**src/rtl/rca_accum_seq.sv**
```systemverilog
// Sequencer around an external ripple-carry adder: accepts operands, holds the adder
// inputs for a settle window, accumulates the sum and emits it with a sticky overflow flag.
module rca_accum_seq #(
    parameter int unsigned W          = 8,
    parameter int unsigned SETTLE_CYC = 2
) (
    input  logic         clk,
    input  logic         rst_n,
    input  logic         in_valid,
    output logic         in_ready,
    input  logic [W-1:0] in_data,
    input  logic         in_sub,
    input  logic         in_last,
    output logic [W-1:0] add_a,
    output logic [W-1:0] add_b,
    output logic         add_cin,
    input  logic [W-1:0] add_s,
    input  logic         add_cout,
    output logic         out_valid,
    input  logic         out_ready,
    output logic [W-1:0] out_data,
    output logic         out_ovf
);

    localparam int unsigned CNT_W = (SETTLE_CYC > 1) ? $clog2(SETTLE_CYC) : 1;

    typedef enum logic [1:0] {
        IDLE   = 2'd0,
        SETTLE = 2'd1,
        OUT    = 2'd2
    } state_e;

    state_e             state_q, state_d;
    logic [W-1:0]       acc_q, acc_d;
    logic [W-1:0]       op_q, op_d;
    logic               sub_q, sub_d;
    logic               last_q, last_d;
    logic [CNT_W-1:0]   cnt_q, cnt_d;
    logic               ovf_q, ovf_d;
    logic               in_ready_q, in_ready_d;
    logic               out_valid_q, out_valid_d;

    // Next-state and datapath updates; op_q holds the operand already inverted for subtraction
    always_comb begin
        state_d = state_q;
        acc_d   = acc_q;
        op_d    = op_q;
        sub_d   = sub_q;
        last_d  = last_q;
        cnt_d   = cnt_q;
        ovf_d   = ovf_q;
        unique case (state_q)
            IDLE: begin
                if (in_valid && in_ready_q) begin
                    op_d    = in_sub ? ~in_data : in_data;
                    sub_d   = in_sub;
                    last_d  = in_last;
                    cnt_d   = CNT_W'(SETTLE_CYC - 1);
                    state_d = SETTLE;
                end
            end
            SETTLE: begin
                if (cnt_q == '0) begin
                    acc_d   = add_s;
                    ovf_d   = ovf_q | (sub_q ? ~add_cout : add_cout);
                    state_d = last_q ? OUT : IDLE;
                end else begin
                    cnt_d = cnt_q - CNT_W'(1);
                end
            end
            OUT: begin
                if (out_valid_q && out_ready) begin
                    acc_d   = '0;
                    ovf_d   = 1'b0;
                    state_d = IDLE;
                end
            end
            default: state_d = IDLE;
        endcase
        in_ready_d  = (state_d == IDLE);
        out_valid_d = (state_d == OUT);
    end

    always_ff @(posedge clk or negedge rst_n) begin
        if (!rst_n) begin
            state_q     <= IDLE;
            acc_q       <= '0;
            op_q        <= '0;
            sub_q       <= 1'b0;
            last_q      <= 1'b0;
            cnt_q       <= '0;
            ovf_q       <= 1'b0;
            in_ready_q  <= 1'b1;
            out_valid_q <= 1'b0;
        end else begin
            state_q     <= state_d;
            acc_q       <= acc_d;
            op_q        <= op_d;
            sub_q       <= sub_d;
            last_q      <= last_d;
            cnt_q       <= cnt_d;
            ovf_q       <= ovf_d;
            in_ready_q  <= in_ready_d;
            out_valid_q <= out_valid_d;
        end
    end

    assign in_ready  = in_ready_q;
    assign out_valid = out_valid_q;
    assign out_data  = acc_q;
    assign out_ovf   = ovf_q;
    assign add_a     = acc_q;
    assign add_b     = op_q;
    assign add_cin   = sub_q;

endmodule

```
**config.mk**
```make
export PLATFORM = sky130hd
export DESIGN_NAME = rca_accum_seq
export DESIGN_NICKNAME = d
export VERILOG_FILES = /design/src/rtl/rca_accum_seq.sv
export SDC_FILE = /design/constraint.sdc
export NUM_CORES = 1
export LEC_CHECK = 0
export BUFFER_PORTS_ARGS = -buffer_cell sky130_fd_sc_hd__buf_4
export CAP_MARGIN = 20
export CORE_MARGIN = 2
export CORE_UTILIZATION = 45
export DETAILED_ROUTE_END_ITERATION = 7
export PLACE_DENSITY = 0.8
export SLEW_MARGIN = 0
export SYNTH_ARGS = -nofsm -noshare
export SYNTH_HDL_FRONTEND = slang
export SYNTH_SLANG_ARGS = --single-unit
```
**constraint.sdc**
```tcl
create_clock -name clk -period 1.46 [get_ports clk]
set_input_delay 0.219 -clock clk [delete_from_list [all_inputs] [get_ports clk]]
set_output_delay 0.219 -clock clk [all_outputs]
set_load 0.005 [all_outputs]
```
==> results of run 1 <==
layout by cell type, fill, tap and decap left out, types with 2 or more instances in the layout:
| master | Yosys | final |
|---|---|---|
| dfrtp_1 | 23 | 23 |
| a32o_1 | 2 | 2 |
| clkbuf_4 | 0 | 3 |
| a22o_1 | 8 | 8 |
| nor2_1 | 8 | 8 |
| a21oi_1 | 2 | 2 |
| a21oi_2 | 8 | 8 |
| nor2_2 | 3 | 3 |
| mux2_4 | 2 | 2 |
| nand2_1 | 2 | 2 |
| buf_4 | 8 | 53 |
| xnor2_1 | 8 | 8 |
power by group through the flow:
stage	clock network, mW	logic, mW	registers [mW]
2_1_floorplan	0	0.792	1.23
3_3_place_gp	0	1.33	1.22
3_5_place_dp	0	1.36	1.24
4_1_cts	0.303	1.37	1.23
5_1_grt	0.332	1.50	1.27
6_report	0.294	1.34	1.23
layout make-up:
type                       count  area [um2]
sequential                    24         602
timing repair buffer          54         408
inverter                       1        3.75
fill                         185         791
clock buffer                   4        26.3
multi-input combinational     50         389
tap                           28        35.0
worst register-to-register path, stage by stage (launching register included):
cell,delay (ns)
dfstp_2,0.57
and4bb_1,0.31
buf_4,0.22
nor2_1,0.07
a21oi_2,0.10
layer usage:
metal | vias to the layer above | track usage, %
li1 | 384 | -
met1 | 372 | 19.0
met2 | 41 | 27.6
met3 | 0 | 3.95
met4 | 0 | 5.13
met5 | - | 0
timing repair:
action / in CTS / in global routing
hold endpoints to repair: 23 / 0
setup buffers: 0 / 0
gates resized for setup: 0 / 0
hold buffers: 1 / 0
setup endpoints to repair: 0 / 0
kinds of logic after synthesis:
group | Yosys count | synth area share (%)
compound gates | 21 | 16.1
xor+xnor | 9 | 7.23
buf+inv | 13 | 9.17
flops | 24 | 55.2
mux | 2 | 2.75
simple gates | 18 | 9.63
path summary, 6_finish.rpt:
path                            startpoint       end  slack, ns  depth (start not counted)
min in group asynchronous            rst_n    last_q       0.33                          2
worst min-delay path              add_s[7]  add_a[7]       0.12                          2
worst max-delay path              in_ready  add_b[0]       0.14                          4
worst min register to register     out_ovf   out_ovf       0.52                          2
max in group asynchronous            rst_n  in_ready       0.84                          2
worst max register to register    in_ready  add_b[0]       0.14                          4
through the flow:
step / cells / setup slack, ns / util, % / hold slack, ns
detailed placement: 156 / 0.180 / 63.3 / 0.133
finish: 161 / 0.140 / 64.9 / 0.121
global route: 161 / 0.0708 / 64.9 / 0.109
floorplan: 87 / 0.190 / - / -0.0766
CTS: 161 / 0.138 / 64.9 / 0.113
global placement: 156 / 0.215 / 63.3 / 0.130
==> results.cfg, run 1 <==
[timing]
setup_viol = 0
min_period_ns = 1.32
tightest_slew_ns = 0.303
rsz0062_at_grt = no
drv_slew = 0
timing.fmax_mhz = 757
slew_headroom_pct = 79.8
setup-tns-final_ns = 0
fin_skew_ns = 0.0121
finalHoldViolCount = 0
fin_crit_sh_pct = 90.4

[global_routing]
overflow = 0
grt_pass1_wl_um = 3210
gr-usage-all-layers_pct = 15.9
grt_max_degree = 25
grt_pass1_vias = 759
antenna_found_initial = 0

[power_and_ir_drop]
irDropWorstVdd_v = 0.000976
power_switching_mw = 0.947
seq_power_share_pct = 42.9
p_sw_share_pct = 33.0
combinationalPowerShare_pct = 46.9
p_clk_share_pct = 10.3
intPower_mw = 1.92
p_per_area_nw_per_um2 = 1960
power_mw = 2.87
cellLeakagePower_nw = 0.701

[route]
met3WireLength_um = 228
dr.pass1.iters = 2
wl_um = 2080
ant_nets = 0
vias = 797
wl_met2_um = 952
wl_met1_um = 901
routed.top_layer = met3
via_per_inst = 4.95
drc = 0
wl_per_cell_um = 12.9
drt_iter0_markers = 7

[clocking]
clock_sinks = 24
htree_levels = 1
root_buffer = clkbuf_4
clockBufferDepth = 2
clk_pin_slew_worst_paths_ns = 0.13
cts_made_buffers = 3
clk_latency_ns = 0.31
cts_tree = built

[placed_design]
numPortBuffers = 50
dp_hpwl_um = 1570
dpl-instance-area_um2 = 1430
gp_congestion = 0.745

[logic_synthesis]
ys_warn_count = 0
synth_top_area_share_pct = 52.8
synth_enable_flop_cells = 0
yosys.area.top_type = dfrtp_1
synth_nets = 110
synth-seq-area-share_pct = 55.2
syn_area_per_cell_um2 = 12.5
synth_area_leaders = dfrtp_1 53%, a21oi_2 6.4%, a22o_1 6.4%, xnor2_1 6.4%, buf_4 5.5%
syn_inst = 87
ys.flop_type = dfrtp_1
synth.distinct_cells = 24
synthArstFlopShare_pct = 100
ys_seq_elements = 24
syn-cell-area_um2 = 1090
yosys.cell_count.top_type = dfrtp_1

[worst_setup_path]
required_ns = 1.70
crit_type = flip-flop to flip-flop
cp-end-kind = flip-flop
cpMaxStageDelayCell = dfstp_2
crit_buf_inv = 1
worstPathCellList = and4bb_1 -> buf_4 -> nor2_1 -> a21oi_2
critical_path_arrival_ns = 1.56
start_kind = flip-flop
critical_path.top_delay_family = flip-flops
path_max_fanout = 9
max_stage_delay_ns = 0.57

[die]
initial_core_util_pct = 48.4
fp.dieW_um = 53.2
die_y_um = 53.2
pin_count = 51
core_um2 = 2250
rows = 17
design.die.area_um2 = 2830

[status]
status = finished clean

[finish]
fin_area_um2 = 1460
nets = 157
area_growth_pct = 34.2
diodes = 0
drive_gt1_share_pct = 53.4

[flow_run]
cap_violations = 0

[worst_hold_path]
min_path_type = primary input to flip-flop
Power figures use the tool's default switching activity.
==> run 2, diff against run 1 <==
--- a/config.mk
+++ b/config.mk
@@ -11,6 +11,7 @@
 export CORE_UTILIZATION = 45
 export DETAILED_ROUTE_END_ITERATION = 7
 export PLACE_DENSITY = 0.8
+export SETUP_SLACK_MARGIN = 0.3
 export SLEW_MARGIN = 0
 export SYNTH_ARGS = -nofsm -noshare
 export SYNTH_HDL_FRONTEND = slang
==> results.cfg, run 2 (same netlist as run 1, synthesis figures left out) <==
[global_routing]
overflow = 0
grt_pass1_wl_um = 3350
gr-usage-all-layers_pct = 16.6
grt_max_degree = 25
antenna_found_initial = 0
grt_pass1_vias = 742

[power_and_ir_drop]
p_per_area_nw_per_um2 = 2070
irDropWorstVdd_v = 0.00107
power_switching_mw = 1.03
intPower_mw = 2.26
combinationalPowerShare_pct = 48.0
power_mw = 3.29
p_sw_share_pct = 31.4
p_clk_share_pct = 14.3
seq_power_share_pct = 37.7
cellLeakagePower_nw = 0.756

[worst_setup_path]
required_ns = 1.67
crit_buf_inv = 0
critical_path_arrival_ns = 1.47
critical_path.top_delay_family = flip-flops
start_kind = flip-flop
r2r_cells = 2
reg2reg_slack_ns = 0.20
crit_type = flip-flop to flip-flop
cp-end-kind = flip-flop
worstPathCellList = and4bb_4 -> mux2_4
max_stage_delay_ns = 0.56
path_max_fanout = 4
cpMaxStageDelayCell = dfstp_2
worstReg2RegStart = in_ready
r2r_end = last_q
crit_start = in_ready

[clocking]
clk_latency_ns = 0.31
clockBufferDepth = 2
htree_levels = 1
root_buffer = clkbuf_4
clock_sinks = 24
cts_made_buffers = 3
cts_tree = built
clk_pin_slew_worst_paths_ns = 0.13

[timing]
fin_ws_ns = 0.198
slew_headroom_pct = 78.9
finalHoldViolCount = 0
min_period_ns = 1.26
fin_skew_ns = 0.00737
setup-tns-final_ns = 0
drv_slew = 0
setup_viol = 0
rsz0062_at_grt = yes
tightest_slew_ns = 0.316
fin_crit_sh_pct = 86.4
timing.fmax_mhz = 792

[placed_design]
dpl-instance-area_um2 = 1430
dp_hpwl_um = 1640
numPortBuffers = 50
gp_congestion = 0.640
pre_cts_slack_ns = 0.141

[route]
ant_nets = 0
vias = 863
wl_per_cell_um = 14.0
dr.pass1.iters = 4
drt_iter0_markers = 16
wl_um = 2360
drc = 0
via_per_inst = 5.11

[die]
initial_core_util_pct = 48.4
rows = 17
pin_count = 51
design.die.area_um2 = 2830
die_y_um = 53.2
fp.dieW_um = 53.2
core_um2 = 2250

[finish]
diodes = 0
fin_area_um2 = 1590
drive_gt1_share_pct = 60.3
layout.area.seq_um2 = 604
fill_cells = 162
final_common_cell = buf_4
area_growth_pct = 45.5
most-common-layout-cells = 58 x buf_4, 21 x dfrtp_1, 8 x a22o_1, 8 x xnor2_1, 8 x a21oi_2
multi_input_area_um2 = 409
nets = 165

[flow_run]
cap_violations = 0

[worst_hold_path]
hp-start = add_s[6]
hold_path_depth = 2
min_path_type = primary input to flip-flop
holdPathEnd = add_a[6]

[status]
status = finished clean
## run 2: cell type report
cell class / count / share of cell area, %
flip-flops and latches: 24 / 38.1
multi-input cells: 50 / 25.8
well taps: 28 / 2.21
repair buffers: 62 / 30.4
clock buffers: 3 / 1.42
inverters: 1 / 0.236
clock inverters: 1 / 1.89
## run 2: power groups by stage
stage / registers [mW] / clock network [mW] / logic (mW)
final: 1.24 / 0.471 / 1.58
after CTS: 1.24 / 0.493 / 1.43
after detailed placement: 1.25 / 0 / 1.35
after global placement: 1.22 / 0 / 1.34
after floorplan: 1.23 / 0 / 0.792
after global routing: 1.29 / 0.526 / 1.72
## run 2: per-layer routing
layer | part of all wire, % | GRT usage [%] | wire, um | up-vias
li1 | - | - | - | 398
met1 | 41 | 20.8 | 974 | 422
met2 | 48 | 28.6 | 1140 | 41
met3 | 9.2 | 3.95 | 217 | 2
met4 | 1.2 | 3.85 | 28 | 0
met5 | 0 | 0 | 0 | -
## run 2: what timing repair did
item,CTS,global route
endpoints found under the hold margin,23,0
gates cloned,0,1
hold buffers,1,0
buffers inserted,1,6
endpoints found under the setup margin,22,24
pin swaps,1,2
resized for setup,8,5
## run 2: how the worst max path moves through the flow
stage / end / slack, ns / depth (start not counted)
floorplan: add_cin / 0.19 / 3
global placement: add_b[0] / 0.18 / 4
detailed placement: add_b[0] / 0.14 / 4
CTS: last_q / 0.19 / 2
global route: add_b[2] / 0.17 / 4
finish: last_q / 0.20 / 2
## run 2: worst register-to-register path: stages (launching register included)
cell      delay [ns]
dfstp_2         0.56
and4bb_4        0.29
mux2_4          0.31
## run 2: per-stage QoR
step	std cells	hold slack (ns)	utilization (%)
finish	169	0.122	70.4
global route	169	0.103	70.4
CTS	162	0.109	67.4
detailed placement	156	0.129	63.3
global placement	156	0.128	63.3
floorplan	87	-0.0766	-
